### src/rtl/sb_pkg.sv
// Sideband shared definitions: link symbols, tx state codes, CRC helper.
package sb_pkg;

  // Link symbols, shared with the receive transactions FSM
  localparam logic [7:0] DLE     = 8'hFE;
  localparam logic [7:0] STX_CMD = 8'h05;
  localparam logic [7:0] STX_RSP = 8'h04;
  localparam logic [7:0] ETX     = 8'h40;
  localparam logic [7:0] LSE     = 8'h80;
  localparam logic [7:0] CLSE    = 8'h7F;

  localparam logic [15:0] CRC_POLY = 16'h8005;

  // Transmit scheduler states
  typedef logic [2:0] tx_state_t;
  localparam tx_state_t ST_DISC  = 3'd0;
  localparam tx_state_t ST_IDLE  = 3'd1;
  localparam tx_state_t ST_HDR   = 3'd2;
  localparam tx_state_t ST_BODY  = 3'd3;
  localparam tx_state_t ST_STUFF = 3'd4;
  localparam tx_state_t ST_CRC   = 3'd5;
  localparam tx_state_t ST_TRAIL = 3'd6;
  localparam tx_state_t ST_GAP   = 3'd7;

  typedef enum logic [1:0] {
    REQ_LT  = 2'd0,
    REQ_RSP = 2'd1,
    REQ_CMD = 2'd2
  } req_kind_t;

  // Payload captured at grant; last = index of the final body byte
  typedef struct packed {
    req_kind_t   kind;
    logic [7:0]  addr;
    logic [7:0]  ctrl;
    logic [23:0] data;
    logic [2:0]  last;
  } tx_frame_t;

  // One byte of CRC-16 (poly 8005), MSB of the byte first
  function automatic logic [15:0] crc16_byte(input logic [15:0] c, input logic [7:0] d);
    logic [15:0] r;
    r = c;
    for (int i = 7; i >= 0; i--) begin
      r = {r[14:0], 1'b0} ^ ((r[15] ^ d[i]) ? CRC_POLY : 16'h0000);
    end
    return r;
  endfunction

endpackage

### src/rtl/sb_crc16.sv
// Byte-wide CRC-16 accumulator, reseeded on init.
module sb_crc16
  import sb_pkg::*;
#(
  parameter logic [15:0] CRC_INIT = 16'hFFFF
)(
  input  logic        clk,
  input  logic        rst,
  input  logic        init,
  input  logic        en,
  input  logic [7:0]  din,
  output logic [15:0] crc
);

  // Seed on init (wins over en), otherwise fold one byte per enabled cycle
  always_ff @(posedge clk or negedge rst) begin
    if (!rst)      crc <= CRC_INIT;
    else if (init) crc <= CRC_INIT;
    else if (en)   crc <= crc16_byte(crc, din);
  end

endmodule

### src/rtl/sb_tx_scheduler.sv
// Sideband transmit scheduler: arbitrates LT / AT response / AT command and
// emits the framed, DLE-stuffed byte stream over valid/ready.
module sb_tx_scheduler
  import sb_pkg::*;
#(
  parameter int          MIN_GAP  = 2,
  parameter logic [15:0] CRC_INIT = 16'hFFFF
)(
  input  logic        sb_clk,
  input  logic        rst,
  input  logic        disconnect,
  input  logic        lt_req,
  output logic        lt_ack,
  input  logic        rsp_req,
  input  logic [7:0]  rsp_addr,
  input  logic [23:0] rsp_rdata,
  output logic        rsp_ack,
  input  logic        cmd_req,
  input  logic [7:0]  cmd_addr,
  input  logic        cmd_write,
  input  logic [23:0] cmd_wdata,
  output logic        cmd_ack,
  output logic [7:0]  sbtx_data,
  output logic        sbtx_valid,
  input  logic        sbtx_ready,
  output logic        busy,
  output logic        tx_abort
);

  tx_state_t   state;
  logic [2:0]  idx;        // byte position within the current state
  tx_frame_t   frm;
  logic        stuff_crc;  // the stuffed byte was a CRC byte
  logic [3:0]  gap_cnt;
  logic [7:0]  cur_byte;
  logic [15:0] crc;
  logic        take, is_fe, grant, crc_en;

  assign busy       = (state == ST_HDR) || (state == ST_BODY) || (state == ST_STUFF) ||
                      (state == ST_CRC) || (state == ST_TRAIL);
  assign sbtx_valid = busy;
  assign sbtx_data  = cur_byte;
  assign take       = sbtx_valid & sbtx_ready;
  assign is_fe      = (cur_byte == DLE);
  assign grant      = (state == ST_IDLE) & ~disconnect & (lt_req | rsp_req | cmd_req);

  // CRC covers STX and the unstuffed body bytes only
  assign crc_en = take & (frm.kind != REQ_LT) &
                  (((state == ST_HDR) && (idx == 3'd1)) || (state == ST_BODY));

  sb_crc16 #(.CRC_INIT(CRC_INIT)) u_crc (
    .clk  (sb_clk),
    .rst  (rst),
    .init (grant),
    .en   (crc_en),
    .din  (cur_byte),
    .crc  (crc)
  );

  // Byte currently presented to the serializer
  always_comb begin
    cur_byte = 8'h00;
    case (state)
      ST_HDR: begin
        if (idx == 3'd0)              cur_byte = DLE;
        else if (frm.kind == REQ_LT)  cur_byte = LSE;
        else if (frm.kind == REQ_RSP) cur_byte = STX_RSP;
        else                          cur_byte = STX_CMD;
      end
      ST_BODY: begin
        if (frm.kind == REQ_LT) cur_byte = CLSE;
        else begin
          case (idx)
            3'd0:    cur_byte = frm.addr;
            3'd1:    cur_byte = frm.ctrl;
            3'd2:    cur_byte = frm.data[7:0];
            3'd3:    cur_byte = frm.data[15:8];
            default: cur_byte = frm.data[23:16];
          endcase
        end
      end
      ST_STUFF: cur_byte = DLE;
      ST_CRC:   cur_byte = (idx == 3'd0) ? crc[7:0] : crc[15:8];
      ST_TRAIL: cur_byte = (idx == 3'd0) ? DLE : ETX;
      default:  cur_byte = 8'h00;
    endcase
  end

  // Frame sequencer; disconnect overrides every state and kills an open frame
  always_ff @(posedge sb_clk or negedge rst) begin
    if (!rst) begin
      state     <= ST_DISC;
      idx       <= 3'd0;
      frm       <= '0;
      stuff_crc <= 1'b0;
      gap_cnt   <= 4'd0;
      lt_ack    <= 1'b0;
      rsp_ack   <= 1'b0;
      cmd_ack   <= 1'b0;
      tx_abort  <= 1'b0;
    end else begin
      lt_ack   <= 1'b0;
      rsp_ack  <= 1'b0;
      cmd_ack  <= 1'b0;
      tx_abort <= 1'b0;
      if (disconnect) begin
        state    <= ST_DISC;
        idx      <= 3'd0;
        tx_abort <= busy;
      end else begin
        case (state)
          ST_DISC: state <= ST_IDLE;

          ST_IDLE: begin
            idx <= 3'd0;
            if (lt_req) begin
              frm   <= '{kind: REQ_LT, addr: 8'h00, ctrl: 8'h00, data: 24'h0, last: 3'd0};
              state <= ST_HDR;
            end else if (rsp_req) begin
              frm   <= '{kind: REQ_RSP, addr: rsp_addr, ctrl: 8'h80, data: rsp_rdata, last: 3'd4};
              state <= ST_HDR;
            end else if (cmd_req) begin
              frm   <= '{kind: REQ_CMD, addr: cmd_addr, ctrl: {cmd_write, 7'd0},
                         data: cmd_wdata, last: (cmd_write ? 3'd4 : 3'd1)};
              state <= ST_HDR;
            end
          end

          ST_HDR: if (take) begin
            if (idx == 3'd0) idx <= 3'd1;
            else begin
              idx   <= 3'd0;
              state <= ST_BODY;
            end
          end

          ST_BODY: if (take) begin
            if (frm.kind == REQ_LT) begin
              lt_ack  <= 1'b1;
              gap_cnt <= 4'd0;
              state   <= ST_GAP;
            end else if (is_fe) begin
              stuff_crc <= 1'b0;
              state     <= ST_STUFF;
            end else if (idx == frm.last) begin
              idx   <= 3'd0;
              state <= ST_CRC;
            end else begin
              idx <= idx + 3'd1;
            end
          end

          // idx still points at the byte being duplicated
          ST_STUFF: if (take) begin
            if (stuff_crc) begin
              if (idx == 3'd0) begin
                idx   <= 3'd1;
                state <= ST_CRC;
              end else begin
                idx   <= 3'd0;
                state <= ST_TRAIL;
              end
            end else if (idx == frm.last) begin
              idx   <= 3'd0;
              state <= ST_CRC;
            end else begin
              idx   <= idx + 3'd1;
              state <= ST_BODY;
            end
          end

          ST_CRC: if (take) begin
            if (is_fe) begin
              stuff_crc <= 1'b1;
              state     <= ST_STUFF;
            end else if (idx == 3'd0) begin
              idx <= 3'd1;
            end else begin
              idx   <= 3'd0;
              state <= ST_TRAIL;
            end
          end

          ST_TRAIL: if (take) begin
            if (idx == 3'd0) idx <= 3'd1;
            else begin
              idx     <= 3'd0;
              gap_cnt <= 4'd0;
              state   <= ST_GAP;
              rsp_ack <= (frm.kind == REQ_RSP);
              cmd_ack <= (frm.kind == REQ_CMD);
            end
          end

          // MIN_GAP cycles here; the ack goes out in the first one
          ST_GAP: begin
            if (gap_cnt == 4'(MIN_GAP - 1)) begin
              gap_cnt <= 4'd0;
              state   <= ST_IDLE;
            end else begin
              gap_cnt <= gap_cnt + 4'd1;
            end
          end

          default: state <= ST_DISC;
        endcase
      end
    end
  end

endmodule

### config.mk
export PLATFORM = sky130hd
export DESIGN_NAME = sb_tx_scheduler
export DESIGN_NICKNAME = d
export VERILOG_FILES = /design/src/rtl/sb_pkg.sv /design/src/rtl/sb_crc16.sv /design/src/rtl/sb_tx_scheduler.sv
export SDC_FILE = /design/constraint.sdc
export NUM_CORES = 1
export LEC_CHECK = 0
export BUFFER_PORTS_ARGS = -buffer_cell sky130_fd_sc_hd__buf_2
export CAP_MARGIN = 20
export CORE_UTILIZATION = 30
export DETAILED_ROUTE_END_ITERATION = 8
export SKIP_LAST_GASP = 1
export SLEW_MARGIN = 5
export SYNTH_ARGS = -nofsm -noshare
export SYNTH_HDL_FRONTEND = slang
export SYNTH_SLANG_ARGS = --single-unit
### constraint.sdc
create_clock -name sb_clk -period 3.07 [get_ports sb_clk]
set_input_delay 0.1535 -clock sb_clk [delete_from_list [all_inputs] [get_ports sb_clk]]
set_output_delay 0.1535 -clock sb_clk [all_outputs]
set_load 0.01 [all_outputs]
# Word level (Yosys, flattened, before mapping)
# Index checks and enable logic that the tools add are counted.
# word_totals
register_bits,76
inputBits,72
output_inout_bits,14
elab_cells,179
# classes
n_addsub,2
n_eq_ne,38
n_mux,80
n_bitwise,24
n_reduce_logical,21
# ops
op,n
$mux W16,10
$mux W45,3
$xor A16 B16 Y16,8
$mux W3,30
$mux W8,5
$pmux W8 S5,1
$ne A3 B3 Y1 const B,11
$pmux W8 S4,1
$pmux W3 S8,1
$mux W1,20
$mux W4,5
$pmux W3 S5,1
$ne A2 B2 Y1 const B,7
$eq A3 B2 Y1 const B,4
$eq A3 B3 Y1 const B,4
$pmux W4 S3,1
$reduce_and A11 Y1,1
$eq A8 B8 Y1 const B,1
$reduce_and A8 Y1,1
$xor A1 B1 Y1,8
$reduce_and A7 Y1,1
$eq A3 B1 Y1 const B,2
$logic_not A3 Y1,2
$reduce_and A6 Y1,1
24 further kinds,36

# Logic depth before layout (Yosys ltp)
# Gate-level depths: netlist of run 1.
# depth
word_depth,31
ltp_mapped,13
ltp_nobuf,11

# Modules after synthesis
# Synthesis of run 1 repeated with hierarchy kept, for this count alone.
# unflattened
hier_cells,452
hier_area_um2,4246.6
# modules_own_cells
module,instances,cells_per_inst,area_per_inst_um2,seq_area_each_um2
sb_tx_scheduler,1,370,3359.5,1276.2
sb_crc16,1,82,887.1,420.4

# Worst setup path after synthesis of run 1
# Ideal clock, no wire load.
# synth_timing
path_type,reg-to-reg
startpoint,register idx[0]
endpoint,register u_crc.crc[15]
setup_time_ps,80
arrival_ps,2814
slack_ps,176
path_stages_with_launch,12
n_path_buf,0
period_less_slack_ps,2894
path_cell_list,dfrtp_1 inv_1 ha_1 and2b_4 mux2_1 o21ai_2 o211ai_4 xnor2_2 xnor2_1 xnor3_2 xnor3_1 o22a_1
# synth_via
elab_chain_cells,30
elab_cells_between_ends,40
# synth_rtl
element,line_no,source
start: declaration,sb_tx_scheduler.sv:31,logic [2:0] idx;
start signal: assignment,sb_tx_scheduler.sv:149,idx <= idx + 3'd1;
start signal: assignment,sb_tx_scheduler.sv:167,idx <= idx + 3'd1;
$eq A3 B2 Y1 (tied with other cells),sb_tx_scheduler.sv:73,case (idx)
$pmux W8 S4,sb_tx_scheduler.sv:73,
$mux W8,sb_tx_scheduler.sv:71,if (frm.kind == REQ_LT) cur_byte = CLSE;
$pmux W8 S5 (*),sb_tx_scheduler.sv:63,case (state)
named net sbtx_data[7],sb_tx_scheduler.sv:23,"output logic [7:0] sbtx_data,"
$xor A1 B1 Y1 (*),sb_pkg.sv:45,"r = {r[14:0], 1'b0} ^ ((r[15] ^ d[i]) ? CRC_POLY : 16'h0000);"
$mux W16 (*),sb_pkg.sv:45,
$xor A16 B16 Y16 (*),sb_pkg.sv:45,
(+15 left out),-,
$xor A1 B1 Y1 (*),sb_pkg.sv:45,
$mux W16 (*),sb_pkg.sv:45,
$xor A16 B16 Y16 (*),sb_pkg.sv:45,
$xor A1 B1 Y1 (*),sb_pkg.sv:45,
$mux W16 (*),sb_pkg.sv:45,
$xor A16 B16 Y16 (*),sb_pkg.sv:45,
$mux W16 (*),sb_crc16.sv:19,"else if (en) crc <= crc16_byte(crc, din);"
$mux W16 (*),sb_crc16.sv:18,else if (init) crc <= CRC_INIT;
end signal: assignment,sb_crc16.sv:19,
end: declaration,sb_crc16.sv:12,output logic [15:0] crc
# Mark *: on every way through the listed nets, which the timed path passes. The rest lies on a longest branch. The select of a mux whose other input is x is not followed.
# A chain may end at the register's enable or synchronous reset.

# Worst setup path after layout of run 1
# layout_timing
startpoint,register idx[0]
endpoint,register u_crc.crc[15]
# layout_via
elab_chain_cells,30
elab_cells_between_ends,40
# layout_rtl
element,line_no
$eq A3 B2 Y1 (tied with other cells),sb_tx_scheduler.sv:73
$pmux W8 S4,sb_tx_scheduler.sv:73
$mux W8,sb_tx_scheduler.sv:71
$pmux W8 S5,sb_tx_scheduler.sv:63
$xor A1 B1 Y1,sb_pkg.sv:45
$mux W16,sb_pkg.sv:45
$xor A16 B16 Y16,sb_pkg.sv:45
$xor A1 B1 Y1,sb_pkg.sv:45
(+14 left out),-
$xor A1 B1 Y1,sb_pkg.sv:45
$mux W16,sb_pkg.sv:45
$xor A16 B16 Y16,sb_pkg.sv:45
$xor A1 B1 Y1,sb_pkg.sv:45
$mux W16,sb_pkg.sv:45
$xor A16 B16 Y16,sb_pkg.sv:45
$mux W16,sb_crc16.sv:19
$mux W16,sb_crc16.sv:18
# Several ways; a longest one is shown, not always the timed one. The select of a mux whose other input is x is not followed.

==> metrics.csv, run 1 <==
metric,value,unit
cts-root-buf,clkbuf_16,
numCtsBuffers,9,
synth_area_per_cell,10.07,µm²
grt_max_degree,68,
netlist.area_leader.share,30.10,%
syn_to_final_growth,27.80,%
firstDrtPassIters,5,
wl_met1,5266,µm
wl_per_cell,16.94,µm
die_y,120.9,µm
drc,0,
met2_length,5773,µm
highest_layer,met4,
synth_flop_cell,dfrtp_1,
total_power,5.620,mW
grt-ovfl-total,0,
cts_sinks,67,
dp_hpwl,8760,µm
drtAntennaViolNets,0,
hp-class,in -> async,
start_util,30.67,%
coreArea,13830,µm²
power_frac_comb,50.1,%
port_buffers,85,
status,"finished, final reports clean",
cp_data_required_time,3330,ps
dieWidth,120.9,µm
antenna_found_initial,0,
critPathArrivalTime,3260,ps
crit_type,reg -> reg,
synth_seq_cells,67,
rsz0062_at_grt,yes,
fin_tns_setup,0,ps
syn-cell-area,4240,µm²
worstSkewPairLatency,340,ps
drive_above_1_share,37.55,%
htree_levels,3,
yosys.cell_types.count,72,
layout_setup_ws,72.90,ps
pre_cts_ws,-123.4,ps
fin_nets,596,
vias,3675,
worst_pin_slew,852.4,ps
max-slew-margin-rel,43.17,%
synth_edf_count,0,
dieArea,14610,µm²
synthArstFlopShare,100.0,%
endpoint_kind,flop,
wirelength,11900,µm
syn_nets,500,
synthCells,421,
synth_area_leaders,"dfrtp_1, dfstp_2, a222oi_1, mux2i_1, nand2_1",
synth_warnings,0,
period_share,97.63,%
io_pins,86,
path_clk_slew,60,ps
tritoncts,built,
crit_fanout,4,
via_per_inst,5.235,
place.gp.congestion,0.8633,
grt_pass1_vias,3510,
p_leak,2.566,nW
p_clk_share,21.4,%
p_sw_share,38.40,%
slew_viol_final,0,
setup_viol,0,
diodes,0,
fin_crit,2997,ps
final_cell_mix,"buf_2, dfrtp_1, nand2_1",
first_iter_violations,224,
max_freq,333.7,MHz
cts_buffer_depth,2,
mostFrequentLayoutCell,buf_2,
clock-skew-final,7.086,ps
utilization,39.19,%
hold-worst-slack,5.823,ps
route.met3.wl,649,µm
cap_violations,0,
fillCellCount,1337,
ys_seq_area_share,40.01,%
power_density,1037,nW/µm²
grt_pass1_wl,18870,µm
hold_viol_final,0,
num_rows,43,
p_sw,2.158,mW
multi_input_area,2356,µm²
vdd_ir_drop_max,0.5142,mV
track_usage,16.75,%
cp-start-kind,flop,
internal_power,3.462,mW
yosysTopAreaCell,dfrtp_1,
power_frac_seq,28.5,%
seqCellArea,1699,µm²
cell usage after synthesis, types with 6 or more instances:
| cell type | number |
|---|---|
| o22a_1 | 16 |
| o211ai_1 | 6 |
| o31ai_1 | 17 |
| clkbuf_1 | 20 |
| xnor2_1 | 8 |
| nor2_1 | 15 |
| a21oi_1 | 15 |
| a222oi_1 | 22 |
| dfrtp_1 | 51 |
| mux2i_1 | 19 |
| ha_1 | 7 |
| nand2_1 | 44 |
| nor3_1 | 8 |
| o21ai_0 | 16 |
| inv_1 | 31 |
| dfstp_2 | 16 |
layout make-up:
cell class                 instances  area share (%)
clock inverter                     7           2.286
timing repair buffer             118           12.42
clock buffer                       9           4.156
multi-input combinational        290           43.48
tap                              180           4.156
sequential                        67           31.36
inverter                          31           2.147
state kept, by name, indices dropped and copies added (netlist names):
name	cells
tx_abort	1
state	3
lt_ack	1
idx	3
gap_cnt	4
frm	36
stuff_crc	1
cmd_ack	1
rsp_ack	1
u_crc.crc	16
through the flow:
step	area [µm²]	instances
6_report	5419	702
5_1_grt	5419	702
4_1_cts	5309	695
3_5_place_dp	4912	678
3_3_place_gp	4912	678
2_1_floorplan	4240	421
power by group through the flow:
| stage | Sequential [mW] | Clock, mW | Combinational [mW] |
|---|---|---|---|
| 6_report | 1.60 | 1.20 | 2.81 |
| 5_1_grt | 1.64 | 1.26 | 3.07 |
| 4_1_cts | 1.60 | 1.23 | 2.72 |
| 3_5_place_dp | 1.61 | 0 | 2.68 |
| 3_3_place_gp | 1.61 | 0 | 2.63 |
| 2_1_floorplan | 1.45 | 0 | 2.10 |
worst paths after layout:
check | startpoint | end | slack, ps | depth (start not counted)
worst max-delay path | idx[0] | u_crc.crc[15] | 70 | 11
max in group asynchronous | rst | idx[1] | 2450 | 2
worst min-delay path | rst | gap_cnt[2] | 6 | 2
min in group sb_clk | rsp_rdata[1] | frm[4] | 30 | 3
worst min register to register | frm[38] | frm[38] | 480 | 2
worst max register to register | idx[0] | u_crc.crc[15] | 70 | 11
cells by family after synthesis:
logic type,Yosys count,share of synthesized area [%]
buf+inv,64,6.786
simple gates,103,13.13
xor+xnor,19,5.311
mux,22,5.282
fa+ha+maj,7,2.065
flops,67,40.01
compound gates,139,27.41
repair_timing:
| action | in CTS | in global routing |
|---|---|---|
| resized for setup | 7 | 14 |
| pin swaps | 4 | 8 |
| setup endpoints to repair | 8 | 9 |
| buffers inserted | 1 | 7 |
| hold buffers | 0 | 0 |
critical path, cell delays in order (launching register included):
cell and delay, ps:
dfrtp_2 430, buf_4 150, ha_2 210, nor3_4 290
o211ai_1 160, a31oi_2 310, o21ai_0 130, o21ai_1 170
xnor2_1 190, xnor3_2 500, xnor3_1 190, o22a_1 180
layer usage:
layer,track usage (%),vias to the layer above
met3,2.867,15
met1,22.17,1746
li1,-,1781
met4,5.015,0
met2,27.86,133
met5,0,-
Note: power is estimated with default switching activity, not from simulation.
==> run 2: changes to the inputs <==
ABC_AREA = 1   (was not set)
==> metrics.csv, run 2 <==
metric,value,unit
status,"finished, final reports clean",
setup_viol,0,
port_buffers,85,
mostFrequentLayoutCell,nand3_1,
total_power,5.358,mW
fillCellCount,1434,
num_rows,43,
firstDrtPassIters,5,
layout_setup_ws,206.0,ps
grt_max_degree,78,
synth_commonest_cells,"nand3_1, nand2_1, inv_1",
power_frac_comb,51.4,%
htree_levels,3,
dieArea,15060,µm²
worstSkewPairLatency,340,ps
cts_buffer_depth,2,
max-slew-margin-rel,48.69,%
synth_edf_count,0,
netlist.area_leader.share,29.18,%
numCtsBuffers,9,
coreArea,14040,µm²
min-delay-start,cmd_wdata[8],
ys_seq_area_share,38.80,%
cts-root-buf,clkbuf_16,
worst_r2r_path_depth,25,
tritoncts,built,
pre_cts_ws,3.858,ps
drc,0,
final_cell_mix,"nand3_1, nand2_1, buf_2",
power_density,959.8,nW/µm²
cp-start-kind,flop,
endpoint_kind,flop,
internal_power,3.020,mW
dieWidth,122.7,µm
diodes,0,
crit_family,simple AND/OR/NAND/NOR gates,
via_per_inst,4.960,
drive_above_1_share,28.45,%
cp_data_required_time,3340,ps
largest_reg_flops,36,
slowest_stage,dfrtp_2,
p_leak,2.730,nW
first_iter_violations,215,
fin_crit,2864,ps
seqCellArea,1699,µm²
critPathArrivalTime,3140,ps
synth_area_per_cell,7.374,µm²
multi_input_area,2356,µm²
drtAntennaViolNets,0,
p_clk_share,22.6,%
vias,4345,
synthCells,593,
period_share,93.29,%
synth_area_leaders,"dfrtp_1, nand3_1, dfstp_2, nand2_1, inv_1",
dp_hpwl,9481,µm
critPathMostFrequentCell,nand2_1,
syn_nets,672,
r2r-start,idx[1],
crit_type,reg -> reg,
synth_seq_cells,67,
yosys.cell_types.count,46,
clock-skew-final,6.281,ps
max_freq,349.2,MHz
crit_path_start,idx[1],
yosysTopAreaCell,dfrtp_1,
place.gp.congestion,0.9088,
start_util,31.14,%
critPathBufInv,3,
grt_pass1_vias,4075,
grt-ovfl-total,0,
io_pins,86,
fin_nets,770,
cp.depth,25,
syn_to_final_growth,27.67,%
max_flop_register,frm,
die_y,122.7,µm
hold_viol_final,0,
track_usage,17.74,%
path_clk_slew,60,ps
slew_viol_final,0,
syn-cell-area,4373,µm²
p_sw_share,43.64,%
synthArstFlopShare,100.0,%
power_frac_seq,26.0,%
vdd_ir_drop_max,0.3262,mV
cts_sinks,67,
wl_per_cell,14.63,µm
synth_flop_cell,dfrtp_1,
hold_depth,3,
max_stage_delay,440,ps
cap_violations,0,
grt_pass1_wl,20450,µm
p_sw,2.338,mW
synthMostInstantiatedCell,nand3_1,
wirelength,12820,µm
top_regs,"frm (36), u_crc.crc (16), gap_cnt (4)",
worst_pin_slew,769.6,ps
synth_warnings,0,
hp-class,in -> reg,
crit_fanout,8,
antenna_found_initial,0,
run 2: cell types whose count changed after synthesis, moves of 6 or more:
cell,delta
a21oi_1,+6
a222oi_1,-22
inv_1,+42
mux2i_1,-17
nand2_1,+64
nand2_2,+10
nand3_1,+123
nand3_2,+7
nor2_1,+26
o211ai_1,+8
o21ai_0,+10
o22a_1,-16
o31ai_1,-15
xnor2_1,-7
run 2: power by group through the flow:
| stage | Combinational [mW] | Sequential [mW] | Clock, mW |
|---|---|---|---|
| 3_3_place_gp | 2.57 | 1.41 | 0 |
| 3_5_place_dp | 2.59 | 1.41 | 0 |
| 5_1_grt | 3.10 | 1.43 | 1.27 |
| 6_report | 2.75 | 1.39 | 1.21 |
| 4_1_cts | 2.60 | 1.39 | 1.24 |
| 2_1_floorplan | 1.97 | 1.35 | 0 |
run 2: area by class of cell:
cell class              count  area share (%)
multi-input cells         424           42.20
flip-flops and latches     67           30.43
repair buffers            109           11.56
inverters                  80           5.468
clock buffers              10           4.281
well taps                 180           4.034
clock inverters             6           2.017
run 2: kinds of logic after synthesis:
kind of cell             after synthesis  synth area share [%]
AND/OR/NAND/NOR                      313                 34.05
buffers and inverters                103                 9.413
AO/OA/AOI/OAI                         93                 13.68
flip-flops                            67                 38.80
XOR/XNOR                               8                 1.602
adder cells (fa/ha/maj)                7                 2.003
multiplexers                           2                0.4578
run 2: worst register-to-register path, delay by kind of cell, from the launching register on:
family | cells | cell delay (ps)
adder cells (fa/ha/maj) | 1 | 170
buffers and inverters | 3 | 220
flip-flops | 1 | 440
AND/OR/NAND/NOR | 21 | 1960
run 2: worst paths after layout:
path                       slack, ps            to
setup / recovery                 210  u_crc.crc[2]
hold / removal                    50       frm[11]
setup reg to reg                 210  u_crc.crc[2]
hold reg to reg                  500       frm[25]
max in group asynchronous       1910  u_crc.crc[2]
min in group asynchronous        440       frm[17]
run 2: per-stage QoR:
| step | util, % | TNS, ps | cells | instance area [µm²] | hold WS (ps) |
|---|---|---|---|---|---|
| final | 39.76 | 0 | 876 | 5583 | 49.24 |
| after global routing | 39.76 | -63.65 | 876 | 5583 | 45.26 |
| after CTS | 38.64 | 0 | 867 | 5426 | 35.57 |
| after detailed placement | 36.05 | 0 | 850 | 5062 | 263.4 |
| after global placement | 36.05 | 0 | 850 | 5062 | 263.7 |
| after floorplan | - | 0 | 593 | 4373 | -142.1 |
run 2: routing by layer:
metal | part of all wire, % | vias to the layer above | wire length [µm] | track usage (%)
met5 | 0 | - | 0 | 0
met3 | 5.8 | 15 | 749 | 3.578
met1 | 46 | 1991 | 5951 | 24.44
met4 | 1.4 | 0 | 180 | 5.793
li1 | - | 2192 | - | -
met2 | 46 | 147 | 5934 | 27.63
run 2: what timing repair did:
item | CTS | global route
gates resized for setup | 1 | 22
hold buffers | 1 | 0
pin swaps | 0 | 6
setup buffers | 0 | 8
endpoints found under the hold margin | 24 | 0
gates cloned | 0 | 1
endpoints found under the setup margin | 3 | 9
==> run 3: changes to the inputs <==
CORE_UTILIZATION = 51   (was 30)
PLACE_DENSITY = 0.78   (was not set)
TNS_END_PERCENT = 20   (was not set)
==> metrics.csv, run 3 (synthesis gave the netlist of run 2 again) <==
metric,value,unit
p_leak,2.685,nW
slowest_stage,dfrtp_2,
mostFrequentLayoutCell,nand3_1,
dieArea,8949,µm²
via_per_inst,5.599,
place.gp.congestion,0.9712,
wl_per_cell,15.34,µm
track_usage,28.16,%
rrSetupSlack,120,ps
cts_sinks,67,
p_clk_share,17.5,%
crit_fanout,6,
vias,4490,
die_y,94.60,µm
violations,hold timing,
power_density,979.0,nW/µm²
seqCellArea,1699,µm²
worst_pin_slew,822.0,ps
grt_pass1_wl,19550,µm
drtAntennaViolNets,0,
p_sw,2.461,mW
max-slew-margin-rel,45.20,%
layout_setup_ws,120.9,ps
endpoint_kind,flop,
path_clk_slew,80,ps
power_frac_seq,26.8,%
cts-root-buf,clkbuf_8,
worst_r2r_path_depth,25,
final_cell_mix,"nand3_1, nand2_1, buf_2",
grt_max_degree,68,
crit_type,reg -> reg,
tritoncts,built,
critPathMostFrequentCell,nand2_2,
wirelength,12310,µm
start_util,52.95,%
hold-worst-slack,-38.68,ps
hold_viol_final,26,
p_sw_share,46.40,%
numCtsBuffers,9,
dieWidth,94.60,µm
setup_viol,0,
diodes,0,
multi_input_area,2407,µm²
coreArea,8258,µm²
grt-ovfl-total,0,
firstDrtPassIters,5,
cp_data_required_time,3360,ps
critPathArrivalTime,3240,ps
drive_above_1_share,30.42,%
status,finished with violations,
vdd_ir_drop_max,0.4395,mV
drc,0,
pre_cts_ws,42.99,ps
timing.rr.end,u_crc.crc[3],
dpl_cell_area,4913,µm²
fin_area,5418,µm²
internal_power,2.843,mW
power_frac_comb,55.7,%
holdBufCountCts,0,
cp-start-kind,flop,
num_rows,33,
io_pins,86,
htree_levels,3,
fin_tns_setup,0,ps
cap_violations,0,
syn_to_final_growth,23.89,%
port_buffers,85,
antenna_found_initial,0,
r2r-start,idx[0],
fin_nets,771,
fin_crit,2949,ps
grt_pass1_vias,4185,
top_regs,"frm (36), u_crc.crc (16), gap_cnt (4)",
hp-class,in -> async,
cts_buffer_depth,2,
slew_viol_final,0,
max_freq,339.1,MHz
fillCellCount,717,
worstSkewPairLatency,360,ps
first_iter_violations,309,
max_stage_delay,450,ps
period_share,96.06,%
dp_hpwl,8891,µm
max_flop_register,frm,
largest_reg_flops,36,
clock-skew-final,10.22,ps
run 3: changes by cell type in the layout (fill, tap and decap cells not counted), sizes merged:
cell and change:
buf +3, inv -3, clkinv +2, clkinvlp +1, dlygate4sd3 -1, nand2 -1
run 3: how the worst max path moves through the flow:
| stage | startpoint | end | cells past startpoint |
|---|---|---|---|
| floorplan | idx[0] | u_crc.crc[2] | 23 |
| global placement | idx[2] | u_crc.crc[3] | 21 |
| detailed placement | idx[2] | u_crc.crc[3] | 21 |
| CTS | idx[2] | u_crc.crc[3] | 21 |
| global route | idx[0] | u_crc.crc[3] | 25 |
| finish | idx[0] | u_crc.crc[3] | 25 |
run 3: stage by stage:
| stage | power [mW] | util [%] | hold WS [ps] | std cells |
|---|---|---|---|---|
| finish | 5.304 | 65.61 | -38.68 | 802 |
| global route | 5.659 | 65.61 | 33.36 | 802 |
| CTS | 4.894 | 62.53 | 7.079 | 787 |
| detailed placement | 3.960 | 59.50 | 384.9 | 771 |
| global placement | 3.860 | 59.50 | 381.8 | 771 |
| floorplan | 3.319 | - | -142.1 | 593 |
run 3: critical path: cells and delay by family, from the launching register on:
family / cells / cell delay [ps]
flip-flops: 1 / 450
adder cells (fa/ha/maj): 1 / 180
AND/OR/NAND/NOR: 19 / 1870
AO/OA/AOI/OAI: 1 / 90
buffers and inverters: 4 / 270
run 3: area by class of cell:
| class | count | area share, % |
|---|---|---|
| clock inverter | 6 | 2.079 |
| tap | 105 | 2.425 |
| timing repair buffer | 111 | 11.45 |
| clock buffer | 10 | 2.540 |
| inverter | 80 | 5.704 |
| sequential | 67 | 31.36 |
| multi-input combinational | 423 | 44.43 |
run 3: power by group through the flow:
stage                     registers (mW)  clock network [mW]  logic (mW)
after global placement              1.41                   0        2.45
final                               1.42               0.927        2.95
after floorplan                     1.35                   0        1.97
after global routing                1.45               0.969        3.24
after CTS                           1.41               0.931        2.56
after detailed placement            1.42                   0        2.54
run 3: layer usage:
layer  global-route usage, %  wire, µm  up-vias  part of all wire, %
met2                   43.76      5744      207                   47
li1                        -         -     2197                    -
met1                   38.28      5283     2056                   43
met4                   11.87       383        0                  3.1
met3                   5.475       894       30                  7.3
met5                       0         0        -                    0
run 3: timing repair:
action / 4_1_cts / 5_1_grt
setup buffers: 0 / 15
gates resized for setup: 0 / 37
endpoints found under the setup margin: 0 / 10
